### src/rtl/axi_lite_intr_responder_pkg.sv
// Shared register map, response codes and channel FSM states for the
// AXI4-Lite interrupt responder.
package axi_lite_intr_pkg;

  localparam logic [4:0] ADDR_GIE = 5'h00;
  localparam logic [4:0] ADDR_IER = 5'h04;
  localparam logic [4:0] ADDR_ISR = 5'h08;
  localparam logic [4:0] ADDR_IAR = 5'h0C;
  localparam logic [4:0] ADDR_IPR = 5'h10;

  localparam logic [1:0] RESP_OKAY = 2'b00;

  typedef enum logic {W_IDLE, W_RESP} wr_state_e;
  typedef enum logic {R_IDLE, R_DATA} rd_state_e;

  // Expand the four byte strobes into a 32-bit per-bit write mask.
  function automatic logic [31:0] strb_mask(input logic [3:0] strb);
    logic [31:0] m;
    m = '0;
    for (int unsigned i = 0; i < 4; i++) begin
      m[8*i +: 8] = {8{strb[i]}};
    end
    return m;
  endfunction

endpackage

### src/rtl/axi_lite_intr_responder_intr_detect.sv
// Per-source edge/level event detection and the latched interrupt status
// register with write-1-to-clear; a new event wins over a same-cycle clear.
module intr_detect #(
  parameter int C_NUM_INTR  = 1,
  parameter int C_INTR_EDGE = 1
) (
  input  logic                  clk,
  input  logic                  rst_n,
  input  logic [C_NUM_INTR-1:0] intr_src,
  input  logic [C_NUM_INTR-1:0] clr,
  output logic [C_NUM_INTR-1:0] isr
);

  logic [C_NUM_INTR-1:0] src_d;
  logic [C_NUM_INTR-1:0] evt;

  always_comb begin
    evt = (C_INTR_EDGE != 0) ? (intr_src & ~src_d) : intr_src;
  end

  always_ff @(posedge clk or negedge rst_n) begin
    if (!rst_n) begin
      src_d <= '0;
      isr   <= '0;
    end else begin
      src_d <= intr_src;
      isr   <= (isr & ~clr) | evt;
    end
  end

endmodule

### src/rtl/axi_lite_intr_responder.sv
// AXI4-Lite slave interrupt controller: GIE/IER/ISR/IAR/IPR registers and a
// single registered irq line towards the PS.
module axi_lite_intr_responder
  import axi_lite_intr_pkg::*;
#(
  parameter int C_NUM_INTR         = 1,
  parameter int C_ADDR_WIDTH       = 5,
  parameter int C_INTR_EDGE        = 1,
  parameter int C_IRQ_SENSITIVITY  = 1,
  parameter int C_IRQ_ACTIVE_STATE = 1
) (
  input  logic                    ACLK,
  input  logic                    ARESETN,
  input  logic [C_ADDR_WIDTH-1:0] AWADDR,
  input  logic                    AWVALID,
  output logic                    AWREADY,
  input  logic [31:0]             WDATA,
  input  logic [3:0]              WSTRB,
  input  logic                    WVALID,
  output logic                    WREADY,
  output logic [1:0]              BRESP,
  output logic                    BVALID,
  input  logic                    BREADY,
  input  logic [C_ADDR_WIDTH-1:0] ARADDR,
  input  logic                    ARVALID,
  output logic                    ARREADY,
  output logic [31:0]             RDATA,
  output logic [1:0]              RRESP,
  output logic                    RVALID,
  input  logic                    RREADY,
  input  logic [C_NUM_INTR-1:0]   intr_src,
  output logic                    irq
);

  localparam logic IRQ_ON = C_IRQ_ACTIVE_STATE[0];

  wr_state_e             wr_state, wr_state_nxt;
  rd_state_e             rd_state, rd_state_nxt;
  logic                  wr_en, rd_en;
  logic [4:0]            wr_off, rd_off;
  logic [31:0]           wmask;
  logic                  gie;
  logic [C_NUM_INTR-1:0] ier, isr, iar_clr;
  logic                  active, active_q, irq_q;
  logic [31:0]           rd_mux, rdata_q;
  logic                  unused_addr_lsbs;

  assign wr_off           = {AWADDR[4:2], 2'b00};
  assign rd_off           = {ARADDR[4:2], 2'b00};
  assign wmask            = strb_mask(WSTRB);
  assign unused_addr_lsbs = ^{AWADDR[1:0], ARADDR[1:0]};

  assign BRESP = RESP_OKAY;
  assign RRESP = RESP_OKAY;
  assign RDATA = rdata_q;
  assign irq   = irq_q;

  // Write channel: ready is offered combinationally in idle so a write can
  // complete every second cycle.
  always_comb begin
    wr_state_nxt = wr_state;
    AWREADY      = 1'b0;
    WREADY       = 1'b0;
    BVALID       = 1'b0;
    wr_en        = 1'b0;
    case (wr_state)
      W_IDLE: begin
        if (AWVALID && WVALID) begin
          AWREADY      = 1'b1;
          WREADY       = 1'b1;
          wr_en        = 1'b1;
          wr_state_nxt = W_RESP;
        end
      end
      W_RESP: begin
        BVALID = 1'b1;
        if (BREADY) wr_state_nxt = W_IDLE;
      end
    endcase
  end

  always_comb begin
    rd_state_nxt = rd_state;
    ARREADY      = 1'b0;
    RVALID       = 1'b0;
    rd_en        = 1'b0;
    case (rd_state)
      R_IDLE: begin
        if (ARVALID) begin
          ARREADY      = 1'b1;
          rd_en        = 1'b1;
          rd_state_nxt = R_DATA;
        end
      end
      R_DATA: begin
        RVALID = 1'b1;
        if (RREADY) rd_state_nxt = R_IDLE;
      end
    endcase
  end

  always_ff @(posedge ACLK or negedge ARESETN) begin
    if (!ARESETN) begin
      wr_state <= W_IDLE;
      rd_state <= R_IDLE;
    end else begin
      wr_state <= wr_state_nxt;
      rd_state <= rd_state_nxt;
    end
  end

  always_ff @(posedge ACLK or negedge ARESETN) begin
    if (!ARESETN) begin
      gie <= 1'b0;
      ier <= '0;
    end else if (wr_en) begin
      case (wr_off)
        ADDR_GIE: if (WSTRB[0]) gie <= WDATA[0];
        ADDR_IER: ier <= C_NUM_INTR'((32'(ier) & ~wmask) | (WDATA & wmask));
        default: ;
      endcase
    end
  end

  assign iar_clr = (wr_en && (wr_off == ADDR_IAR)) ? C_NUM_INTR'(WDATA & wmask) : '0;

  intr_detect #(
    .C_NUM_INTR (C_NUM_INTR),
    .C_INTR_EDGE(C_INTR_EDGE)
  ) u_intr_detect (
    .clk     (ACLK),
    .rst_n   (ARESETN),
    .intr_src(intr_src),
    .clr     (iar_clr),
    .isr     (isr)
  );

  always_comb begin
    rd_mux = '0;
    case (rd_off)
      ADDR_GIE: rd_mux[0] = gie;
      ADDR_IER: rd_mux    = 32'(ier);
      ADDR_ISR: rd_mux    = 32'(isr);
      ADDR_IPR: rd_mux    = 32'(isr & ier);
      default:  rd_mux    = '0;
    endcase
  end

  // Sampled at the AR handshake, so a same-cycle IAR write reads pre-clear.
  always_ff @(posedge ACLK or negedge ARESETN) begin
    if (!ARESETN) begin
      rdata_q <= '0;
    end else if (rd_en) begin
      rdata_q <= rd_mux;
    end
  end

  assign active = gie & (|(isr & ier));

  always_ff @(posedge ACLK or negedge ARESETN) begin
    if (!ARESETN) begin
      active_q <= 1'b0;
      irq_q    <= ~IRQ_ON;
    end else begin
      active_q <= active;
      if (C_IRQ_SENSITIVITY != 0) begin
        irq_q <= active ? IRQ_ON : ~IRQ_ON;
      end else begin
        irq_q <= (active && !active_q) ? IRQ_ON : ~IRQ_ON;
      end
    end
  end

endmodule

### config.mk
export PLATFORM = sky130hd
export DESIGN_NAME = axi_lite_intr_responder
export DESIGN_NICKNAME = d
export VERILOG_FILES = /design/src/rtl/axi_lite_intr_responder_pkg.sv /design/src/rtl/axi_lite_intr_responder_intr_detect.sv /design/src/rtl/axi_lite_intr_responder.sv
export SDC_FILE = /design/constraint.sdc
export NUM_CORES = 1
export LEC_CHECK = 0
export CELL_PAD_IN_SITES_DETAIL_PLACEMENT = 1
export CELL_PAD_IN_SITES_GLOBAL_PLACEMENT = 2
export CORE_MARGIN = 8
export CORE_UTILIZATION = 10
export CTS_BUF_LIST = sky130_fd_sc_hd__clkbuf_16
export CTS_CLUSTER_SIZE = 16
export DETAILED_ROUTE_END_ITERATION = 10
export PLACE_DENSITY = 0.92
export SLEW_MARGIN = 0
export SYNTH_ARGS = -nofsm -noshare
export SYNTH_HDL_FRONTEND = slang
export SYNTH_SLANG_ARGS = --single-unit
export TNS_END_PERCENT = 1
### constraint.sdc
create_clock -name ACLK -period 1.11 [get_ports ACLK]
set_input_delay 0.222 -clock ACLK [delete_from_list [all_inputs] [get_ports ACLK]]
set_output_delay 0.222 -clock ACLK [all_outputs]
set_load 0.1 [all_outputs]
Yosys cells after proc, flatten, opt, wreduce, memory -nomap -nowiden
Cells that the tools add are included.
{"block": "op_classes", "n_bitwise": 14, "reduce_logical": 6, "eq_ne": 5, "mux": 13}
{"cell": "5-bit logical NOT", "n": 2}
{"cell": "1-bit 2-to-1 mux", "n": 10}
{"cell": "1-bit bitwise AND", "n": 7}
{"cell": "3-bit by 1-bit equality test with 1-bit output, second input constant", "n": 2}
{"cell": "3-bit by 2-bit equality test with 1-bit output, second input constant", "n": 2}
{"cell": "1-bit inverter", "n": 5}
{"cell": "1-bit one-hot mux with 2 select lines", "n": 2}
{"cell": "1-bit one-hot mux with 4 select lines", "n": 1}
{"cell": "3-bit equality test, second input constant", "n": 1}
{"cell": "3-bit AND reduction", "n": 1}
{"cell": "1-bit logical AND", "n": 2}
{"cell": "1-bit OR", "n": 2}
{"cell": "2-bit AND reduction", "n": 1}
{"block": "totals", "wordCells": 46, "out_inout_bits": 42, "reg_bits": 39}

Depth between registers and ports, before layout
{"block": "depth", "ltp_word": 8, "depth_mapped": 3}

Modules after synthesis
Synthesis repeated with hierarchy kept, for this count alone.
{"block": "hier_totals", "cells_unflattened": 73, "area_unflattened_um2": 669.4}
{"module": "axi_lite_intr_responder", "instances": 1, "cells_per_inst": 68, "seq_area_each_um2": 150.1, "area_per_inst_um2": 599.3}
{"module": "intr_detect", "instances": 1, "cells_per_inst": 5, "seq_area_each_um2": 50.0, "area_per_inst_um2": 70.1}

Least setup slack after synthesis
No wires, ideal clock.
{"block": "synth_timing", "path_type": "reg-to-output", "from": "reg wr_state", "to": "out WREADY", "arrival_time_ns": 2.085, "path_buffers": 1, "path_slack_ns": -1.197, "path_stages_with_launch": 4, "path_cell_list": "dfrtp_1 > nand3b_4 > inv_1 > buf_4"}
{"block": "synth_between", "elab_chain_cells": 1}
{"item": "start, declared", "line_no": "axi_lite_intr_responder.sv:37", "text": "wr_state_e wr_state, wr_state_nxt;"}
{"item": "start signal, assigned", "line_no": "axi_lite_intr_responder.sv:107", "text": "wr_state <= wr_state_nxt;"}
{"item": "1-bit 2-to-1 mux"}
{"item": "end, declared", "line_no": "axi_lite_intr_responder.sv:20", "text": "output logic WREADY,"}
No other way between the ends.

Worst setup path after layout
{"block": "layout_timing", "from": "reg wr_state", "to": "out WREADY"}
{"block": "layout_between", "elab_chain_cells": 1}
{"item": "1-bit 2-to-1 mux", "line_no": "axi_lite_intr_responder.sv:66", "text": "case (wr_state)"}
No other way between the ends.

==> flow_summary.ini <==
[outcome]
outcome = finished, violations left
violations = negative setup slack

[timing]
setup_viol = 8
rsz0062_at_grt = true
fmaxAchievable_mhz = 670.1
finalCriticalPeriod_ns = 1.492
fin_crit_sh_pct = 134.4
fin_tns_setup_ns = -1.681
finalClockSkew_ns = 0.001742
maxSlewViolCount = 0
finalHoldViolCount = 0
setup_ws_ns = -0.3822

[power_and_ir_drop]
p_seq_share_pct = 18.3
switching_share_pct = 48.80
clkPwrFrac_pct = 30.1
combPwrFrac_pct = 51.6
p_sw_w = 0.0009614
ir_worst_vdd_v = 0.0006827
powerDensity_mw_per_mm2 = 1884
internal_power_w = 0.001009
leakagePower_nw = 0.4995

[setup_path]
crit_start = wr_state
critical_path_buf_inv_count = 3
path_class = reg -> out
cp.required_ns = 0.89
crit_fanout = 3
crit_path_cell_trace = nand3b_4 -> buf_6 -> clkinvlp_4 -> buf_12
r2r-start = wr_state
worstPathArrival_ns = 1.27
slowest_stage = dfrtp_4
r2r_slack_ns = -0.30
end_kind = primary output
cp.depth = 4
cpPeakStageDelay_ns = 0.46
critPathTopFamily = flip-flops
reg2regPathDepth = 3
cp-start-kind = register
crit_end = WREADY

[logic_synthesis]
synth-seq-area-share_pct = 30.95
yosys.area.top_type_share_pct = 41.78
syn_inst = 71
yosysWarnings = 0
yosysTopAreaCell = buf_4
ys_seq_elements = 8
yosysUniqueCellTypes = 17
avgSynthCellArea_um2 = 9.111
yosys-top-cells-area = buf_4, dfrtp_1, inv_1
synth_area_um2 = 646.9

[grt]
grt_overflow = 0
grt_pass1_vias = 568
grt_pass1_wl_um = 2746
antenna_found_initial = 0
grt_max_degree = 9
grt_usage_pct = 3.897

[die]
fp.dieH_um = 96.43
core.rowCount = 29
start_util_pct = 10.25
pin_count = 96
die_width_um = 96.43
core_area_mm2 = 0.006314
fp.dieArea_mm2 = 0.009299

[flow_run]
cap_violations = 0

[place]
dp_slack_ns = -0.5109
port_buffers = 22
placed_area_um2 = 933.4
gp_congestion = 0.7380
dp.cells = 172
dp_hpwl_um = 1679

[layout]
post-route-util_pct = 16.57
final_cell_area_mm2 = 0.001046
area_growth_pct = 61.70
fin_cells = 176
diodes = 0
drive_above_1_share_pct = 23.23
finalNetCount = 155

[routing]
drc = 0
drt_iter0_markers = 4
drt-total-wl_um = 1869
firstDrtPassIters = 3
vias_per_cell = 2.733
wire_per_inst_um = 10.62
drtAntennaViolNets = 0
vias = 481

[cts]
hold_buffers = 0
numCtsBuffers = 3
htreeDepth = 1
clk_path_buf_depth = 2
cts_tree = yes
clock-sinks = 8
cts-root-buf = clkbuf_16
insertion_delay_ns = 0.23
clk_pin_slew_worst_paths_ns = 0.04

[hold_path]
hp-class = in -> async
[placed cells by master (no fill, tap or decap)]
master and instances:
clkdlybuf4s50_1 12, o22ai_1 1, nand3_1 1, buf_4 3, clkinvlp_4 2, nand4bb_1 1, nor4_2 1, and3_1 1
inv_1 5, clkbuf_16 3, dlygate4sd2_1 1, dlymetal6s2s_1 2, nor3_2 1, buf_12 7, a21oi_1 1, conb_1 35
nand3b_4 1, dfrtp_2 1, a22o_1 1, nand2b_4 1, dfrtp_4 1, a221oi_1 1, nor4_1 2, nand2b_1 2
o21ai_1 1, o21ai_0 1, buf_6 2, mux2_1 2, dfrtp_1 6
[cells by family after synthesis]
logic type | count (synthesis) | synth area share [%]
buffers and inverters | 43 | 45.84
AND/OR/NAND/NOR | 11 | 13.15
other | 1 | 0.5797
AO/OA/AOI/OAI | 6 | 5.997
multiplexers | 2 | 3.481
flip-flops | 8 | 30.95
[Yosys cell counts (all sizes together)]
cell,number
a21oi,1
a221oi,1
a22o,1
and3,1
buf,36
conb,1
dfrtp,8
inv,7
mux2,2
nand2b,3
nand3,1
nand3b,1
nand4bb,1
nor3,1
nor4,3
o21ai,2
o22ai,1
[power by group through the flow]
stage	logic, W	clock network (W)	registers [W]
after floorplan	0.000735	0	0.000487
after global placement	0.000989	0	0.000360
after detailed placement	0.000998	0	0.000362
after CTS	0.00101	0.000607	0.000362
after global routing	0.00105	0.000628	0.000366
final	0.00102	0.000592	0.000361
[cell type report]
class / count / area, um2
fill: 751 / 5268
timing repair buffer: 27 / 339.1
multi-input combinational: 54 / 296.5
sequential: 8 / 205.2
tap: 77 / 96.34
clock buffer: 3 / 75.07
inverter: 7 / 33.78
[routing by layer]
layer | global-route usage [%] | routed length [um] | share of wire [%] | up-vias
li1 | - | - | - | 216
met1 | 4.304 | 677 | 36 | 229
met2 | 6.924 | 996 | 53 | 36
met3 | 1.314 | 195 | 10 | 0
met4 | 1.135 | 0 | 0 | 0
met5 | 0 | 0 | 0 | -
[worst min path at each step]
stage	endpoint	slack, ns	cells past startpoint
after floorplan	RDATA[0]	-0.07	0
after global placement	u_intr_detect.isr	0.41	1
after detailed placement	u_intr_detect.isr	0.44	1
after CTS	u_intr_detect.src_d	0.30	1
after global routing	wr_state	0.32	1
final	u_intr_detect.isr	0.30	1
[stage by stage]
stage / hold WS, ns / power (W)
2_1_floorplan: -0.07359 / 0.001222
3_3_place_gp: 0.4148 / 0.001349
3_5_place_dp: 0.4426 / 0.001360
4_1_cts: 0.3025 / 0.001984
5_1_grt: 0.3230 / 0.002039
6_report: 0.2985 / 0.001970
[timing repair]
| item | 4_1_cts | 5_1_grt |
|---|---|---|
| setup endpoints to repair | 9 | 10 |
| resized for setup | 6 | 3 |
| pin swaps | 2 | 1 |
| setup buffers | 1 | 0 |
No activity file was read; power rests on OpenSTA's default activity.
